File: config.mk
export PLATFORM = sky130hd
export DESIGN_NAME = core_ctrl_wb_arb_flat
export DESIGN_NICKNAME = d
export VERILOG_FILES = /design/src/rtl/core_ctrl_wb_arb_if.sv /design/src/rtl/core_ctrl_wb_arb.sv /design/src/flat_wrapper.sv
export SDC_FILE = /design/constraint.sdc
export NUM_CORES = 1
export LEC_CHECK = 0
export BUFFER_PORTS_ARGS = -buffer_cell sky130_fd_sc_hd__buf_2
export CELL_PAD_IN_SITES_DETAIL_PLACEMENT = 0
export CELL_PAD_IN_SITES_GLOBAL_PLACEMENT = 1
export CORE_MARGIN = 1.5
export CORE_UTILIZATION = 51
export DETAILED_ROUTE_END_ITERATION = 16
export HOLD_SLACK_MARGIN = 0.05
export PLACE_DENSITY_LB_ADDON = 0.1
export SETUP_SLACK_MARGIN = 0.5
export SYNTH_ARGS = -nofsm -noshare
export SYNTH_HDL_FRONTEND = slang
export SYNTH_SLANG_ARGS = --single-unit
File: constraint.sdc
create_clock -name clk -period 8.1 [get_ports clk]
set_input_delay 1.215 -clock clk [delete_from_list [all_inputs] [get_ports clk]]
set_output_delay 1.215 -clock clk [all_outputs]
set_load 0.01 [all_outputs]
File: src/rtl/core_ctrl_wb_arb_if.sv
// Writeback bus between the execution units, the arbiter, the register file
// and the scoreboard retire port.
//   master : execution-unit / scoreboard side (drives *_wb_valid/rd_idx/data,
//            scb_ret_ready; observes *_wb_ready, rf_wr_*, scb_ret_reg_*)
//   slave  : the writeback arbiter
interface core_ctrl_wb_arb_if #(
  parameter int XLEN = 32
);
  logic            alu_wb_valid;
  logic            alu_wb_ready;
  logic [4:0]      alu_wb_rd_idx;
  logic [XLEN-1:0] alu_wb_data;
  logic            lsu_wb_valid;
  logic            lsu_wb_ready;
  logic [4:0]      lsu_wb_rd_idx;
  logic [XLEN-1:0] lsu_wb_data;
  logic            mdu_wb_valid;
  logic            mdu_wb_ready;
  logic [4:0]      mdu_wb_rd_idx;
  logic [XLEN-1:0] mdu_wb_data;
  logic            rf_wr_en;
  logic [4:0]      rf_wr_idx;
  logic [XLEN-1:0] rf_wr_data;
  logic            scb_ret_reg_valid;
  logic [4:0]      scb_ret_reg_idx;
  logic            scb_ret_ready;

  modport master (
    output alu_wb_valid, alu_wb_rd_idx, alu_wb_data,
    output lsu_wb_valid, lsu_wb_rd_idx, lsu_wb_data,
    output mdu_wb_valid, mdu_wb_rd_idx, mdu_wb_data,
    output scb_ret_ready,
    input  alu_wb_ready, lsu_wb_ready, mdu_wb_ready,
    input  rf_wr_en, rf_wr_idx, rf_wr_data,
    input  scb_ret_reg_valid, scb_ret_reg_idx
  );

  modport slave (
    input  alu_wb_valid, alu_wb_rd_idx, alu_wb_data,
    input  lsu_wb_valid, lsu_wb_rd_idx, lsu_wb_data,
    input  mdu_wb_valid, mdu_wb_rd_idx, mdu_wb_data,
    input  scb_ret_ready,
    output alu_wb_ready, lsu_wb_ready, mdu_wb_ready,
    output rf_wr_en, rf_wr_idx, rf_wr_data,
    output scb_ret_reg_valid, scb_ret_reg_idx
  );
endinterface

File: src/rtl/core_ctrl_wb_arb.sv
// Writeback/retire arbiter. Each execution unit (ALU, LSU, MDU) has a small
// result FIFO; one head per cycle is picked round-robin into a single output
// register that drives the scoreboard retire handshake and the register-file
// write port.
//   clk   : clock, rising edge
//   rstn  : asynchronous active-low reset
//   bus   : core_ctrl_wb_arb_if.slave (source handshakes, rf write, retire)

// Per-source result FIFO. Count is kept one bit wider than the pointers so
// full and empty are distinguishable; pointers wrap naturally (power-of-2 depth).
module core_ctrl_wb_arb_fifo #(
  parameter int W     = 37,
  parameter int DEPTH = 2
) (
  input  logic         clk,
  input  logic         rstn,
  input  logic         push,
  input  logic [W-1:0] din,
  input  logic         pop,
  output logic [W-1:0] dout,
  output logic         full,
  output logic         empty
);
  localparam int AW = (DEPTH > 1) ? $clog2(DEPTH) : 1;
  localparam int CW = $clog2(DEPTH) + 1;

  logic [W-1:0]  mem [DEPTH];
  logic [AW-1:0] wr_ptr, rd_ptr;
  logic [CW-1:0] count;

  assign full  = (count == CW'(DEPTH));
  assign empty = (count == '0);
  assign dout  = mem[rd_ptr];

  always_ff @(posedge clk or negedge rstn) begin
    if (!rstn) begin
      wr_ptr <= '0;
      rd_ptr <= '0;
      count  <= '0;
    end else begin
      if (push) wr_ptr <= wr_ptr + 1'b1;
      if (pop)  rd_ptr <= rd_ptr + 1'b1;
      case ({push, pop})
        2'b10:   count <= count + 1'b1;
        2'b01:   count <= count - 1'b1;
        default: count <= count;
      endcase
    end
  end

  // Storage needs no reset: the count alone decides what is valid.
  always_ff @(posedge clk) begin
    if (push) mem[wr_ptr] <= din;
  end
endmodule

module core_ctrl_wb_arb #(
  parameter int XLEN       = 32,
  parameter int FIFO_DEPTH = 2
) (
  input  logic                  clk,
  input  logic                  rstn,
  core_ctrl_wb_arb_if.slave     bus
);
  localparam int NUM_SRC = 3;   // 0=ALU 1=LSU 2=MDU, also the round-robin order

  typedef struct packed {
    logic [4:0]      rd;
    logic [XLEN-1:0] data;
  } wb_ent_t;

  localparam int W = $bits(wb_ent_t);

  wb_ent_t [NUM_SRC-1:0] src_din, src_head;
  logic    [NUM_SRC-1:0] src_vld, src_rdy, src_push, src_pop, src_full, src_empty;

  // Ready is held low until the first edge after reset release.
  logic rdy_en;

  logic    [1:0] rr_ptr, rr_nxt, win;
  logic          grant, can_grant;
  logic          out_vld;
  wb_ent_t       out_ent;

  assign src_vld = {bus.mdu_wb_valid, bus.lsu_wb_valid, bus.alu_wb_valid};
  assign src_din[0] = '{rd: bus.alu_wb_rd_idx, data: bus.alu_wb_data};
  assign src_din[1] = '{rd: bus.lsu_wb_rd_idx, data: bus.lsu_wb_data};
  assign src_din[2] = '{rd: bus.mdu_wb_rd_idx, data: bus.mdu_wb_data};

  // Ready comes from registered state only; a same-cycle pop does not open a
  // full FIFO, which keeps valid/scb_ret_ready off the ready path.
  assign src_rdy  = {NUM_SRC{rdy_en}} & ~src_full;
  assign src_push = src_vld & src_rdy;

  assign bus.alu_wb_ready = src_rdy[0];
  assign bus.lsu_wb_ready = src_rdy[1];
  assign bus.mdu_wb_ready = src_rdy[2];

  core_ctrl_wb_arb_fifo #(.W(W), .DEPTH(FIFO_DEPTH)) u_fifo [NUM_SRC-1:0] (
    .clk   (clk),
    .rstn  (rstn),
    .push  (src_push),
    .din   (src_din),
    .pop   (src_pop),
    .dout  (src_head),
    .full  (src_full),
    .empty (src_empty)
  );

  // Round-robin pick: first non-empty source scanning from rr_ptr.
  always_comb begin
    logic [2:0] cand;
    logic       found;
    win   = '0;
    found = 1'b0;
    cand  = '0;
    for (int k = 0; k < NUM_SRC; k++) begin
      cand = {1'b0, rr_ptr} + 3'(k);
      if (cand >= 3'(NUM_SRC)) cand = cand - 3'(NUM_SRC);
      if (!found && !src_empty[cand[1:0]]) begin
        found = 1'b1;
        win   = cand[1:0];
      end
    end
    can_grant = !out_vld || bus.scb_ret_ready;
    grant     = can_grant && found;
    rr_nxt    = grant ? ((win == 2'(NUM_SRC - 1)) ? 2'd0 : win + 2'd1) : rr_ptr;
  end

  for (genvar i = 0; i < NUM_SRC; i++) begin : g_pop
    assign src_pop[i] = grant && (win == 2'(i));
  end

  always_ff @(posedge clk or negedge rstn) begin
    if (!rstn) begin
      rdy_en  <= 1'b0;
      rr_ptr  <= '0;
      out_vld <= 1'b0;
      out_ent <= '0;
    end else begin
      rdy_en <= 1'b1;
      rr_ptr <= rr_nxt;
      if (grant) begin
        out_vld <= 1'b1;
        out_ent <= src_head[win];
      end else if (out_vld && bus.scb_ret_ready) begin
        out_vld <= 1'b0;
      end
    end
  end

  assign bus.scb_ret_reg_valid = out_vld;
  assign bus.scb_ret_reg_idx   = out_ent.rd;
  assign bus.rf_wr_idx         = out_ent.rd;
  assign bus.rf_wr_data        = out_ent.data;
  // x0 still retires (scoreboard tracks it) but is never written.
  assign bus.rf_wr_en          = out_vld && bus.scb_ret_ready && (out_ent.rd != 5'd0);
endmodule

File: src/flat_wrapper.sv
// flat-port wrapper written by rule: the top's interface ports become plain ports
module core_ctrl_wb_arb_flat 
#(
  parameter int XLEN       = 32,
  parameter int FIFO_DEPTH = 2
)
  (clk, rstn, bus_alu_wb_valid, bus_alu_wb_rd_idx, bus_alu_wb_data, bus_lsu_wb_valid, bus_lsu_wb_rd_idx, bus_lsu_wb_data, bus_mdu_wb_valid, bus_mdu_wb_rd_idx, bus_mdu_wb_data, bus_scb_ret_ready, bus_alu_wb_ready, bus_lsu_wb_ready, bus_mdu_wb_ready, bus_rf_wr_en, bus_rf_wr_idx, bus_rf_wr_data, bus_scb_ret_reg_valid, bus_scb_ret_reg_idx);
  core_ctrl_wb_arb_if #(.XLEN(XLEN)) bus_i ();
  input  logic clk;
  input  logic rstn;
  input wire logic [$bits(bus_i.alu_wb_valid)-1:0] bus_alu_wb_valid;
  input wire logic [$bits(bus_i.alu_wb_rd_idx)-1:0] bus_alu_wb_rd_idx;
  input wire logic [$bits(bus_i.alu_wb_data)-1:0] bus_alu_wb_data;
  input wire logic [$bits(bus_i.lsu_wb_valid)-1:0] bus_lsu_wb_valid;
  input wire logic [$bits(bus_i.lsu_wb_rd_idx)-1:0] bus_lsu_wb_rd_idx;
  input wire logic [$bits(bus_i.lsu_wb_data)-1:0] bus_lsu_wb_data;
  input wire logic [$bits(bus_i.mdu_wb_valid)-1:0] bus_mdu_wb_valid;
  input wire logic [$bits(bus_i.mdu_wb_rd_idx)-1:0] bus_mdu_wb_rd_idx;
  input wire logic [$bits(bus_i.mdu_wb_data)-1:0] bus_mdu_wb_data;
  input wire logic [$bits(bus_i.scb_ret_ready)-1:0] bus_scb_ret_ready;
  output wire logic [$bits(bus_i.alu_wb_ready)-1:0] bus_alu_wb_ready;
  output wire logic [$bits(bus_i.lsu_wb_ready)-1:0] bus_lsu_wb_ready;
  output wire logic [$bits(bus_i.mdu_wb_ready)-1:0] bus_mdu_wb_ready;
  output wire logic [$bits(bus_i.rf_wr_en)-1:0] bus_rf_wr_en;
  output wire logic [$bits(bus_i.rf_wr_idx)-1:0] bus_rf_wr_idx;
  output wire logic [$bits(bus_i.rf_wr_data)-1:0] bus_rf_wr_data;
  output wire logic [$bits(bus_i.scb_ret_reg_valid)-1:0] bus_scb_ret_reg_valid;
  output wire logic [$bits(bus_i.scb_ret_reg_idx)-1:0] bus_scb_ret_reg_idx;
  assign bus_i.alu_wb_valid = bus_alu_wb_valid;
  assign bus_i.alu_wb_rd_idx = bus_alu_wb_rd_idx;
  assign bus_i.alu_wb_data = bus_alu_wb_data;
  assign bus_i.lsu_wb_valid = bus_lsu_wb_valid;
  assign bus_i.lsu_wb_rd_idx = bus_lsu_wb_rd_idx;
  assign bus_i.lsu_wb_data = bus_lsu_wb_data;
  assign bus_i.mdu_wb_valid = bus_mdu_wb_valid;
  assign bus_i.mdu_wb_rd_idx = bus_mdu_wb_rd_idx;
  assign bus_i.mdu_wb_data = bus_mdu_wb_data;
  assign bus_i.scb_ret_ready = bus_scb_ret_ready;
  assign bus_alu_wb_ready = bus_i.alu_wb_ready;
  assign bus_lsu_wb_ready = bus_i.lsu_wb_ready;
  assign bus_mdu_wb_ready = bus_i.mdu_wb_ready;
  assign bus_rf_wr_en = bus_i.rf_wr_en;
  assign bus_rf_wr_idx = bus_i.rf_wr_idx;
  assign bus_rf_wr_data = bus_i.rf_wr_data;
  assign bus_scb_ret_reg_valid = bus_i.scb_ret_reg_valid;
  assign bus_scb_ret_reg_idx = bus_i.scb_ret_reg_idx;
  core_ctrl_wb_arb #(.XLEN(XLEN), .FIFO_DEPTH(FIFO_DEPTH)) u_core (.clk(clk), .rstn(rstn), .bus(bus_i));
endmodule
Word level (Yosys, flattened, before mapping)
Memories as Yosys holds them, arrays and structs flattened.
Index checks and enable logic that the tools add are counted.
Widths: inputs -> output; s select.
{ "totals": {"word_cells": 107, "regBits": 53, "mem_count": 3, "romBits": 0, "output_inout_bits": 47, "mem_bits_rw": 222, "in_bits": 117, "latch_bits": 0} }
{ "op_classes": {"mul": 0, "addsub": 18, "n_bitwise": 3, "reduce_logical": 22, "div_mod_pow": 0, "shifts": 0, "eq_ne": 11, "order_cmp": 7, "muxes": 29} }
{ "memory_table": {"columns": ["name", "words", "width", "read_ports", "rd_clocked_by_memory_dff", "write_ports", "line", "rtl"], "rows": [
  ["u_core.u_fifo[0].mem", 2, 37, 1, 0, 1, "core_ctrl_wb_arb.sv:27", "logic [W-1:0] mem [DEPTH];"],
  ["u_core.u_fifo[1].mem", 2, 37, 1, 0, 1, "core_ctrl_wb_arb.sv:27", null],
  ["u_core.u_fifo[2].mem", 2, 37, 1, 0, 1, "core_ctrl_wb_arb.sv:27", null]
]} }
{ "ops": {"columns": ["cell", "count"], "rows": [
  ["$bmux 37 s2", 1],
  ["$mux 37", 1],
  ["$eq 2x2->1 const B", 7],
  ["$mux 1", 14],
  ["$mux 2", 7],
  ["$lt 2x3->1 const B", 4],
  ["$pmux 2 s2", 3],
  ["$add 2x1->2 const B", 4],
  ["$eq 2x1->1 const B", 4],
  ["$logic_and 1x1->1", 8],
  ["$logic_not 2->1", 4],
  ["$reduce_bool 2->1", 4],
  ["$add 1x1->1 const B", 6],
  ["$and 3x3->3", 2],
  ["$bmux 1 s2", 3],
  ["$ge 3x2->1 const B", 2],
  ["$sub 2x1->2 const B", 3],
  ["$sub 2x2->2 const B", 3],
  ["$reduce_bool 5->1", 1],
  ["$logic_not 1->1", 4],
  ["$add 2x1->3 const B", 1],
  ["$add 2x2->3 const B", 1],
  ["$not 3->3", 1],
  ["$ge 2x2->1 const B", 1],
  ["$logic_or 1x1->1", 1]
]} }

Logic depth before layout (Yosys ltp)
{ "depth": {"depth_word": 15, "depth_mapped": 14, "ltp_nobuf": 12} }

By module
A second synthesis with hierarchy kept.
{ "hier_totals": {"cells_unflattened": 667, "hier_area_um2": 11507.3} }
{ "modules_own_cells": {"columns": ["module", "cells_each", "n_inst", "area_each_um2", "seq_area_each_um2"], "rows": [
  ["core_ctrl_wb_arb_fifo", 131, 3, 2936.6, 2322.2],
  ["core_ctrl_wb_arb", 274, 1, 2697.6, 1026.0]
]} }

Least setup slack after synthesis
No wires, ideal clock.
{ "synth_path": {"path_type": "input port to flip-flop", "startpoint": "input bus_alu_wb_valid", "endpoint": "memory u_core.u_fifo[0].mem[0][0], enable pin", "path_slack_ps": 4778, "path_stages": 2, "arrival_ps": 2890, "n_path_buf": 0, "required_time_ps": 7669, "setup_time_ps": 431, "cell_sequence": "nand2_1 nor2_1"} }
{ "synth_via": {"elab_chain_len": 3} }
{ "synth_lines": {"columns": ["item", "line", "rtl"], "rows": [
  ["start, declared", "flat_wrapper.sv:11", "input wire logic [$bits(bus_i.alu_wb_valid)-1:0] bus_alu_wb_valid;"],
  ["$and 3x3->3", "core_ctrl_wb_arb.sv:93", "assign src_push = src_vld & src_rdy;"],
  ["$mux 1", "core_ctrl_wb_arb.sv:53", "if (push) mem[wr_ptr] <= din;"],
  ["$mux 1 (implied by the code)", "core_ctrl_wb_arb.sv:53", null],
  ["end, declared", "core_ctrl_wb_arb.sv:27", null]
]} }
Every way passes these cells.

Worst setup path after layout
{ "layout_path": {"startpoint": "register u_core.rr_ptr[0]", "endpoint": "register u_core.u_fifo[0].count[1]"} }
{ "layout_via": {"elab_chain_len": 15, "word_cells_on_any_way": 35, "classes_between": "5 x add/sub; 3 x order compare; 2 x eq/ne; 16 x mux; 9 x reduce/logical"} }
{ "layout_lines": {"columns": ["item", "line", "rtl"], "rows": [
  ["start, declared", "core_ctrl_wb_arb.sv:80", "logic [1:0] rr_ptr, rr_nxt, win;"],
  ["start signal, assigned", "core_ctrl_wb_arb.sv:142", "rr_ptr <= rr_nxt;"],
  ["$add 2x1->3", "core_ctrl_wb_arb.sv:118", "cand = {1'b0, rr_ptr} + 3'(k);"],
  ["$ge 3x2->1 / $sub 2x2->2 (equally long branches)", "core_ctrl_wb_arb.sv:119", "if (cand >= 3'(NUM_SRC)) cand = cand - 3'(NUM_SRC);"],
  ["$mux 2", "core_ctrl_wb_arb.sv:119", null],
  ["$bmux 1 s2", "core_ctrl_wb_arb.sv:120", "if (!found && !src_empty[cand[1:0]]) begin"],
  ["$mux 1 (implied by the code)", "core_ctrl_wb_arb.sv:120", null],
  ["$logic_not 1->1", "core_ctrl_wb_arb.sv:120", null],
  ["$logic_and 1x1->1", "core_ctrl_wb_arb.sv:120", null],
  ["$mux 1", "core_ctrl_wb_arb.sv:120", null],
  ["$logic_not 1->1", "core_ctrl_wb_arb.sv:120", null],
  ["$logic_and 1x1->1", "core_ctrl_wb_arb.sv:120", null],
  ["$mux 2 / $mux 1 (equally long branches)", "core_ctrl_wb_arb.sv:120", null],
  ["$logic_not 2->1 / $logic_and 1x1->1 (equally long branches)", "core_ctrl_wb_arb.sv:131, core_ctrl_wb_arb.sv:126", null],
  ["$logic_and 1x1->1 (*)", "core_ctrl_wb_arb.sv:131", "assign src_pop[i] = grant && (win == 2'(i));"],
  ["via u_core.u_fifo[0].pop", "core_ctrl_wb_arb.sv:19", "input logic pop,"],
  ["$eq 2x1->1 / $eq 2x2->1 (equally long branches)", "core_ctrl_wb_arb.sv:43", "case ({push, pop})"],
  ["$pmux 2 s2 / $reduce_bool 2->1 (equally long branches)", null, null],
  ["end signal, assigned", "core_ctrl_wb_arb.sv:44", "2'b10: count <= count + 1'b1;"],
  ["end signal, assigned", "core_ctrl_wb_arb.sv:45", "2'b01: count <= count - 1'b1;"],
  ["end signal, assigned", "core_ctrl_wb_arb.sv:46", "default: count <= count;"],
  ["end, declared", "core_ctrl_wb_arb.sv:29", "logic [CW-1:0] count;"]
]} }
The timed path passes the listed nets; every way through them passes the cells marked *. The select of a mux whose other input is x is not followed.
A chain may end at the register's enable or synchronous reset.

==> impl_metrics.env <==
export IMPL_grt_pass1_vias=6252
export IMPL_place_hpwl_um=14300
export IMPL_ios=164
export IMPL_drt_first_pass_iters=4
export IMPL_synth_cell_types=46
export IMPL_ir_drop_v=0.000190
export IMPL_netlist_area_um2=10900
export IMPL_routed_via_density=5.47
export IMPL_crit_start="u_core.rr_ptr[0]$_DFFE_PN0P_"
export IMPL_crit_path_top_delay_cell="and3_2"
export IMPL_final_min_clock_period_ns=3.16
export IMPL_worstSetupPathType="register to register"
export IMPL_clock_sinks=275
export IMPL_finalWorstSetupSlack_ns=4.94
export IMPL_routed_via_count=6005
export IMPL_startpoint_type="register"
export IMPL_critPathBufInv=1
export IMPL_synth_edf_count=222
export IMPL_slew_headroom_pct=21.0
export IMPL_finalCritPeriodShare_pct=39.1
export IMPL_insertion_delay_ns=0.53
export IMPL_powerDensity_nw_per_um2=378
export IMPL_placed_area_um2=11900
export IMPL_rr_endpoint="u_core.u_fifo[0].count[1]$_DFFE_PN0P_"
export IMPL_portBuffers=163
export IMPL_drc=0
export IMPL_path_cells="inv_1 > ha_1 > a21o_1 > o21ai_0 > a21o_1 > and3_2 > nor2b_1 > ha_1 > xnor2_1 > nor2_1 > xor2_1"
export IMPL_hold_end="u_core.bus.rf_wr_data[7]$_DFFE_PN0P_"
export IMPL_hold_viol=0
export IMPL_final_area_um2=12900
export IMPL_endpoint_kind="register"
export IMPL_grt_use_total_pct=21.1
export IMPL_fin_skew_ns=0.0162
export IMPL_cp_max_fo=41
export IMPL_fin_tns_setup_ns=0
export IMPL_pre_cts_ws_ns=4.76
export IMPL_timing_rr_start="u_core.rr_ptr[0]$_DFFE_PN0P_"
export IMPL_num_rows=53
export IMPL_grt_start_max_net_pins=54
export IMPL_syn_nets=760
export IMPL_synthTopCellsByArea="edfxtp_1 (61%), mux2i_1 (14%), dfrtp_1 (12%)"
export IMPL_synth_top_cell_by_area="edfxtp_1"
export IMPL_antenna_left=0
export IMPL_cts_tree="done"
export IMPL_worst_slew_pin_slew_ns=1.18
export IMPL_grt_antenna_before_repair=3
export IMPL_cts_made_buffers=27
export IMPL_drt_wl_total_um=23500
export IMPL_core_um2=21000
export IMPL_initial_core_util_pct=51.9
export IMPL_hold_start="u_core.bus.rf_wr_data[7]$_DFFE_PN0P_"
export IMPL_max_stage_delay_ns=0.83
export IMPL_p_leak_nw=5.09
export IMPL_postCtsSetupBuffers=0
export IMPL_hold_path_depth=2
export IMPL_synth_async_reset_ratio_pct=19.3
export IMPL_drt_iter0_drc=295
export IMPL_yosysMostFrequentCell="edfxtp_1"
export IMPL_path_clk_slew_ns=0.06
export IMPL_cpLargestDelayFamily="simple AND/OR/NAND/NOR gates"
export IMPL_cts_htree_levels=1
export IMPL_ff2ff_path_depth=11
export IMPL_ys_ff_latch=275
export IMPL_max_freq_mhz=316
export IMPL_synthToLayoutAreaGrowth_pct=18.4
export IMPL_cts_hold_buffers_added=0
export IMPL_critical_path_required_ns=8.51
export IMPL_slew_violations=0
export IMPL_synth_top_area_share_pct=61.4
export IMPL_place_congestion=0.808
export IMPL_yosysSeqAreaShare_pct=73.6
export IMPL_clockBufferDepth=3
export IMPL_cts_resized=0
export IMPL_status="completed"
export IMPL_cts_root_buf="clkbuf_16"
export IMPL_critPathArrivalTime_ns=3.57
export IMPL_ys_warn_count=0
export IMPL_setup_viol=0
export IMPL_die_area_um2=22200
export IMPL_grt_overflow_total=0
export IMPL_cap_violations=0
export IMPL_hold_class="register to register"
export IMPL_synth_avg_cell_area_um2=17.1
export IMPL_grt_pass1_wl_um=34800
export IMPL_avgRoutedWirePerCell_um=21.4
export IMPL_rsz0062_at_grt="false"
export IMPL_drive_above_1_share_pct=28.6
export IMPL_worst_r2r_setup_slack_ns=4.94
export IMPL_synthCells=637
export IMPL_fin_nets=923
export IMPL_yosys_most_used_dff="edfxtp_1"
export IMPL_synth_top_cells_by_count="edfxtp_1 (222), mux2i_1 (148), dfrtp_1 (53)"
export IMPL_die_width_um=149
export IMPL_die_h_um=149
## where the power goes
part / leakage, nW / switching [mW] / internal [mW]
clock: 0.464 / 0.510 / 0.785
combinational: 1.96 / 0.895 / 0.651
sequential: 2.67 / 0.191 / 1.83
## metal layers
layer / GRT usage (%) / part of all wire, %
met5: 0 / 0.030
met4: 5.45 / 1.5
met3: 3.98 / 6.0
met2: 37.7 / 51
met1: 26.4 / 42
## worst register-to-register path, delay by kind of cell, from the launching register on
| family | cells | cell delay (ns) |
|---|---|---|
| AOI/OAI and AO/OA | 3 | 0.42 |
| and+or+nand+nor | 3 | 1.22 |
| xor gates and xnor gates | 2 | 0.28 |
| adders and majority gates | 2 | 0.68 |
| DFF | 1 | 0.38 |
| buffers and inverters | 1 | 0.08 |
## worst max-delay path by stage
stage | cells after the start | slack [ns] | to
finish | 11 | 4.94 | u_core.u_fifo[0].count[1]$_DFFE_PN0P_
CTS | 9 | 4.89 | u_core.bus.rf_wr_data[6]$_DFFE_PN0P_
global route | 10 | 4.71 | u_core.u_fifo[0].count[1]$_DFFE_PN0P_
global placement | 7 | 4.85 | u_core.u_fifo[0].count[1]$_DFFE_PN0P_
detailed placement | 7 | 4.76 | u_core.u_fifo[0].count[1]$_DFFE_PN0P_
floorplan | 2 | 4.78 | u_core.u_fifo[0].mem[0][0]$_DFFE_PP_
## layout by cell type (no fill, tap or decap), types with 5 or more instances in the layout
cell type,count
clkinv_2,6
edfxtp_1,222
clkbuf_8,5
o21ai_0,34
xor2_1,5
nor2_1,9
mux2i_1,148
inv_1,9
ha_1,6
o21ai_1,8
xnor2_1,11
dfrtp_1,50
buf_4,10
a22oi_1,37
buf_2,163
clkbuf_16,27
nand2_1,8
## per-stage QoR
step / hold slack, ns / power, mW / instances / utilization [%]
2_1_floorplan: 0.461 / 3.14 / 637 / -
3_3_place_gp: 0.498 / 3.57 / 1046 / 56.9
3_5_place_dp: 0.494 / 3.62 / 1046 / 56.9
4_1_cts: 0.511 / 4.92 / 1096 / 61.4
5_1_grt: 0.553 / 5.12 / 1096 / 61.4
6_report: 0.514 / 4.86 / 1098 / 61.4
## state kept, by name, summed over array words and instances (netlist names)
| name | cells |
|---|---|
| u_core.u_fifo.mem | 222 |
| u_core.bus.rf_wr_data | 32 |
| u_core.u_fifo.count | 6 |
| u_core.bus.rf_wr_idx | 5 |
| u_core.u_fifo.rd_ptr | 3 |
| u_core.u_fifo.wr_ptr | 3 |
| u_core.rr_ptr | 2 |
| u_core.bus.scb_ret_reg_valid | 1 |
| u_core.rdy_en | 1 |
## layout make-up
| class | instances | area [µm²] |
|---|---|---|
| Antenna cell | 2 | 5.00 |
| Clock buffer | 35 | 756 |
| Sequential cell | 275 | 8000 |
| Tap cell | 275 | 344 |
| Multi-Input combinational cell | 314 | 2650 |
| Clock inverter | 15 | 183 |
| Timing Repair Buffer | 173 | 891 |
| Inverter | 9 | 33.8 |
| Fill cell | 1619 | 8090 |
## logic make-up after synthesis
family	Yosys count	share of synthesized area, %
buffers and inverters	48	2.52
multiplexers	148	13.6
other	1	0.0345
AND/OR/NAND/NOR	44	2.30
XOR/XNOR	16	1.29
AO/OA/AOI/OAI	99	5.96
flip-flops	275	73.6
adder cells (fa/ha/maj)	6	0.691
No activity file was read; power rests on OpenSTA's default activity.
